<file path="config.mk">
export PLATFORM = sky130hd
export DESIGN_NAME = trafficlight_timed_controller
export DESIGN_NICKNAME = d
export VERILOG_FILES = /design/src/rtl/trafficlight_timed_controller.sv
export SDC_FILE = /design/constraint.sdc
export NUM_CORES = 1
export LEC_CHECK = 0
export BUFFER_PORTS_ARGS = -buffer_cell sky130_fd_sc_hd__buf_2
export CAP_MARGIN = 30
export CORE_MARGIN = 3
export CORE_UTILIZATION = 49
export DETAILED_ROUTE_END_ITERATION = 8
export MAX_ROUTING_LAYER = met4
export PLACE_DENSITY = 0.72
export SLEW_MARGIN = 0
export SYNTH_ARGS = -nofsm -noshare
export SYNTH_HDL_FRONTEND = slang
export SYNTH_SLANG_ARGS = --single-unit
</file>
<file path="constraint.sdc">
create_clock -name clock -period 2 [get_ports clock]
set_clock_uncertainty 0.05 [all_clocks]
set_input_delay 0.4 -clock clock [delete_from_list [all_inputs] [get_ports clock]]
set_output_delay 0.4 -clock clock [all_outputs]
set_load 0.05 [all_outputs]
</file>
<file path="src/rtl/trafficlight_timed_controller.sv">
// Highway/farm-road light controller with per-phase dwell timer, min highway green and all-red gaps.
// Define TRAFFICLIGHT_TIMEOUT_EN to enable the ROAD_MAX_GREEN timeout and its `timeout` pulse.
module trafficlight_timed_controller #(
   parameter int CNT_W          = 8,
   parameter int HWY_MIN_GREEN  = 8,
   parameter int YELLOW_CYC     = 3,
   parameter int ALLRED_CYC     = 2,
   parameter int ROAD_MAX_GREEN = 10
) (
   input  logic       clock,
   input  logic       clear,
   input  logic       x,
   output logic [1:0] hwy,
   output logic [1:0] road,
   output logic [2:0] state,
   output logic       timeout
);

   localparam logic [2:0] S_HWY_GREEN   = 3'd0;
   localparam logic [2:0] S_HWY_YELLOW  = 3'd1;
   localparam logic [2:0] S_ALLRED_H2R  = 3'd2;
   localparam logic [2:0] S_ROAD_GREEN  = 3'd3;
   localparam logic [2:0] S_ROAD_YELLOW = 3'd4;
   localparam logic [2:0] S_ALLRED_R2H  = 3'd5;

   localparam logic [1:0] LAMP_RED    = 2'b00;
   localparam logic [1:0] LAMP_GREEN  = 2'b01;
   localparam logic [1:0] LAMP_YELLOW = 2'b10;

   // Exit thresholds are "last held timer value", i.e. dwell minus one.
   localparam logic [CNT_W-1:0] HMG_LAST = CNT_W'(HWY_MIN_GREEN - 1);
   localparam logic [CNT_W-1:0] YEL_LAST = CNT_W'(YELLOW_CYC - 1);
   localparam logic [CNT_W-1:0] AR_LAST  = CNT_W'(ALLRED_CYC - 1);
`ifdef TRAFFICLIGHT_TIMEOUT_EN
   localparam logic [CNT_W-1:0] RMG_LAST = CNT_W'(ROAD_MAX_GREEN - 1);
`endif

   logic [2:0]       state_q, state_d;
   logic [CNT_W-1:0] timer_q, timer_d;
   logic             timeout_d;

   always_comb begin
      state_d   = state_q;
      timeout_d = 1'b0;
      case (state_q)
         S_HWY_GREEN:   if (x && (timer_q >= HMG_LAST)) state_d = S_HWY_YELLOW;
         S_HWY_YELLOW:  if (timer_q == YEL_LAST)        state_d = S_ALLRED_H2R;
         S_ALLRED_H2R:  if (timer_q == AR_LAST)         state_d = S_ROAD_GREEN;
         S_ROAD_GREEN: begin
            // A car leaving wins over a coincident max-timer expiry.
            if (!x) begin
               state_d = S_ROAD_YELLOW;
            end
`ifdef TRAFFICLIGHT_TIMEOUT_EN
            else if (timer_q == RMG_LAST) begin
               state_d   = S_ROAD_YELLOW;
               timeout_d = 1'b1;
            end
`endif
         end
         S_ROAD_YELLOW: if (timer_q == YEL_LAST)        state_d = S_ALLRED_R2H;
         S_ALLRED_R2H:  if (timer_q == AR_LAST)         state_d = S_HWY_GREEN;
         default:       state_d = S_HWY_GREEN;
      endcase
   end

   always_comb begin
      if (state_d != state_q) begin
         timer_d = '0;
      end else if (timer_q == {CNT_W{1'b1}}) begin
         timer_d = timer_q;
      end else begin
         timer_d = timer_q + 1'b1;
      end
   end

   always_ff @(posedge clock) begin
      if (clear) begin
         state_q <= S_HWY_GREEN;
         timer_q <= '0;
      end else begin
         state_q <= state_d;
         timer_q <= timer_d;
      end
   end

`ifdef TRAFFICLIGHT_TIMEOUT_EN
   logic timeout_q;

   always_ff @(posedge clock) begin
      if (clear) begin
         timeout_q <= 1'b0;
      end else begin
         timeout_q <= timeout_d;
      end
   end

   assign timeout = timeout_q;
`else
   logic unused_timeout_d;
   assign unused_timeout_d = timeout_d;
   assign timeout          = 1'b0;
`endif

   always_comb begin
      hwy  = LAMP_RED;
      road = LAMP_RED;
      case (state_q)
         S_HWY_GREEN:   hwy  = LAMP_GREEN;
         S_HWY_YELLOW:  hwy  = LAMP_YELLOW;
         S_ROAD_GREEN:  road = LAMP_GREEN;
         S_ROAD_YELLOW: road = LAMP_YELLOW;
         default: begin
            hwy  = LAMP_RED;
            road = LAMP_RED;
         end
      endcase
   end

   assign state = state_q;

endmodule

</file>
==> summary.txt <==
Outcome
  – Status: finished clean

Detailed routing
  – Via Count: 687
  – DR WL/cell: 14.9 um
  – DRT Pass-1 Iters: 4
  – 1st-iter DRT viols: 7
  – Via density: 6.03
  – Routed Antenna Nets: 0
  – WL final: 1.70 mm
  – DRC: 0

Yosys
  – Synth cell types: 36
  – Post-synth EDFFs: 0
  – Synth Area per Inst: 9.51 um2
  – Post-synthesis sequential area ratio: 0.279
  – Syn. warnings: 0
  – Post-synthesis cell count: slightly above 80
  – Top_reg_cell synth: dfxtp_1
  – Post-synthesis register bit count: 11
  – Post-Syn Area: 790 um2
  – Syn_nets: 89
  – Post-synth ARST share: 0

Floorplan
  – DIE AREA: 2130 um2
  – Num rows: 13
  – Initial core utilization: 0.564
  – Die height: 46.1 um
  – Die width: 46.1 um
  – Top Ports: 11
  – Core box area: 1400 um2

Clocking
  – CTS Hold Bufs: 0
  – CTS tree: done
  – Setup bufs post-CTS: 0
  – Clock Latency Late Sink: 270 ps
  – H-tree Lvls: 1
  – Clk slew on worst S/H paths: 70 ps
  – TritonCTS buffer count: 3
  – Clk sinks: 11
  – CTS root buf: clkbuf_4
  – CTS max path bufs: 2

Setup path
  – CP delay by family, top: compound AO/OA/AOI/OAI gates
  – CP Launch Type: flop
  – Critical Path RT: 2120 ps
  – CP max stage delay: 530 ps
  – Crit path DAT: 2020 ps
  – WS Path Type: flop to flop
  – Worst path bufs/invs: 0
  – Register-to-register setup slack: a little under 100 ps
  – Critical Path End Type: flop
  – Slowest stage cell, crit path: or4_4
  – Crit-path max FO: 8
  – CP cell instances: or4_4 > o41ai_4 > a41oi_4 > a2111oi_4

Placed design
  – Placement Cell Area: 912 um2
  – Post-Place Worst Slack: 94.9 ps
  – Placed insts: 110
  – RePlAce Congestion: ~0.77
  – Number of port buffers: 9
  – Post-DP HPWL: 1.30 mm

Pwr
  – Combinational share of power: 0.139
  – Sequential power share: 0.521
  – PD cells: 471 nW/um2
  – Pint: 325 uW
  – Switch share: 0.270
  – Clk pwr share: 0.340
  – Total power: 445 uW
  – NetSw: about 120 uW
  – Peak VDD IR: around 440 uV
  – Leak Pwr: 0.000337 uW

Timing
  – RSZ-0062 raised after global routing: yes
  – Max Transition Viols Final: 0
  – Max Freq: 0.526 GHz
  – PnR worst setup slack: 97.6 ps
  – Hold slack: 295 ps
  – Crit share post-route: 0.951
  – Final Critical Period: 1900 ps
  – Final hold violations: 0
  – Final setup viols: 0

Global routing
  – Vias in the first global route: 577
  – First-pass GRT wire length: 2.75 mm
  – Number of antenna violations at the first check in global routing: 0
  – Largest net degree at the start of global routing: 12
  – All-Layer GR Usage: 0.187
  – Grt ovf: 0

Run
  – Max-Cap Viols: 0

Cells and area
  – Filler cells: 115
  – # diodes: 0
  – Nets: 106
  – Finished Cell Area: between 900 and 1000 um2
  – Share of cells above drive strength 1: 0.364
  – Synth-to-Final Area Change: 19.5%
  – Non-Filler Instances: 114

Min path
  – Hold Path Class: primary input to flop
## power by group through the flow
stage / Combinational, uW / Clock (uW) / Sequential (uW)
final: 61.9 / 151 / 232
after global routing: 67.8 / 169 / 233
after CTS: 61.2 / 157 / 231
after detailed placement: 60.9 / 0 / 237
after global placement: 57.7 / 0 / 236
after floorplan: 43.7 / 0 / 235
## layout by cell type, fill, tap and decap left out, types with 2 or more instances in the layout
cell type | Yosys | layout
nand4_1 | 5 | 5
dfxtp_1 | 11 | 8
buf_4 | 1 | 5
nor3b_4 | 0 | 2
nor2b_1 | 2 | 2
o211ai_1 | 2 | 2
ha_1 | 3 | 3
xor2_1 | 3 | 3
nor2_1 | 3 | 3
and2_2 | 2 | 2
dfxtp_4 | 0 | 2
nand3_1 | 3 | 3
and2_1 | 3 | 3
inv_1 | 5 | 5
clkbuf_4 | 0 | 3
buf_2 | 0 | 9
nor3_1 | 8 | 7
o21ai_0 | 6 | 6
a21oi_1 | 2 | 2
## cell type report
type / count / area (um2) / share of cell area
Timing Repair Buffer: 14 / 82.6 / 0.0875
Inverter: 5 / 18.8 / 0.0199
Sequential cell: 11 / 229 / 0.243
Multi-Input combinational cell: 65 / 568 / 0.602
Clock buffer: 4 / 26.3 / 0.0279
Tap cell: 15 / 18.8 / 0.0199
## flip-flops by register name, summed over array words and instances (netlist names)
name and count:
state 3, timer_q 8
## cells in the mapped netlist (all sizes together), types with 2 or more instances
cell     instances  share of area
dfxtp           11           0.28
nor3             8          0.051
o21ai            6          0.038
and2             5          0.043
inv              5          0.024
nand4            5          0.040
nor3b            4          0.038
ha               3          0.048
nand3            3          0.019
nor2             3          0.014
xor2             3          0.033
a2111oi          2          0.054
a21oi            2          0.013
a41oi            2          0.046
nor2b            2          0.016
o211ai           2          0.019
## repair_timing
action | in CTS | in global routing
endpoints found under the hold margin | 0 | 0
setup endpoints to repair | 0 | 3
resized for setup | 0 | 1
## logic make-up (layout without fill, tap and decap cells)
kind of cell,after synthesis,in the layout,share of synthesized area
DFF,11,11,0.279
muxes,1,1,0.0127
xor gates and xnor gates,4,4,0.0444
buffers and inverters,7,23,0.0507
AOI/OAI and AO/OA,18,18,0.255
adders and majority gates,3,3,0.0475
and+or+nand+nor,38,38,0.306
other,1,1,0.00475
## layer usage
metal  up-vias  wire, um  GRT usage
li1        348         -          -
met1       323       860      0.269
met2        12       766      0.255
met3         4        57     0.0586
met4         0        14     0.0341
met5         -         0          -
## path summary, 6_finish.rpt
check,endpoint,cells past startpoint,start
setup / recovery,timer_q[7],4,timer_q[5]
hold reg to reg,state[1],1,state[2]
hold / removal,state[0],2,clear
setup reg to reg,timer_q[7],4,timer_q[5]
## per-stage QoR
step,utilization,setup TNS (ps)
6_report,0.674,0
3_5_place_dp,0.652,0
3_3_place_gp,0.652,0
2_1_floorplan,-,-26.4
4_1_cts,0.671,0
5_1_grt,0.674,-37.5
## worst reg2reg max path: cells and delay by family (launching register included)
family / cells / cell delay, ps
AND/OR/NAND/NOR: 1 / 530
AO/OA/AOI/OAI: 3 / 860
flip-flops: 1 / 360
No activity file was read; power rests on OpenSTA's default activity.
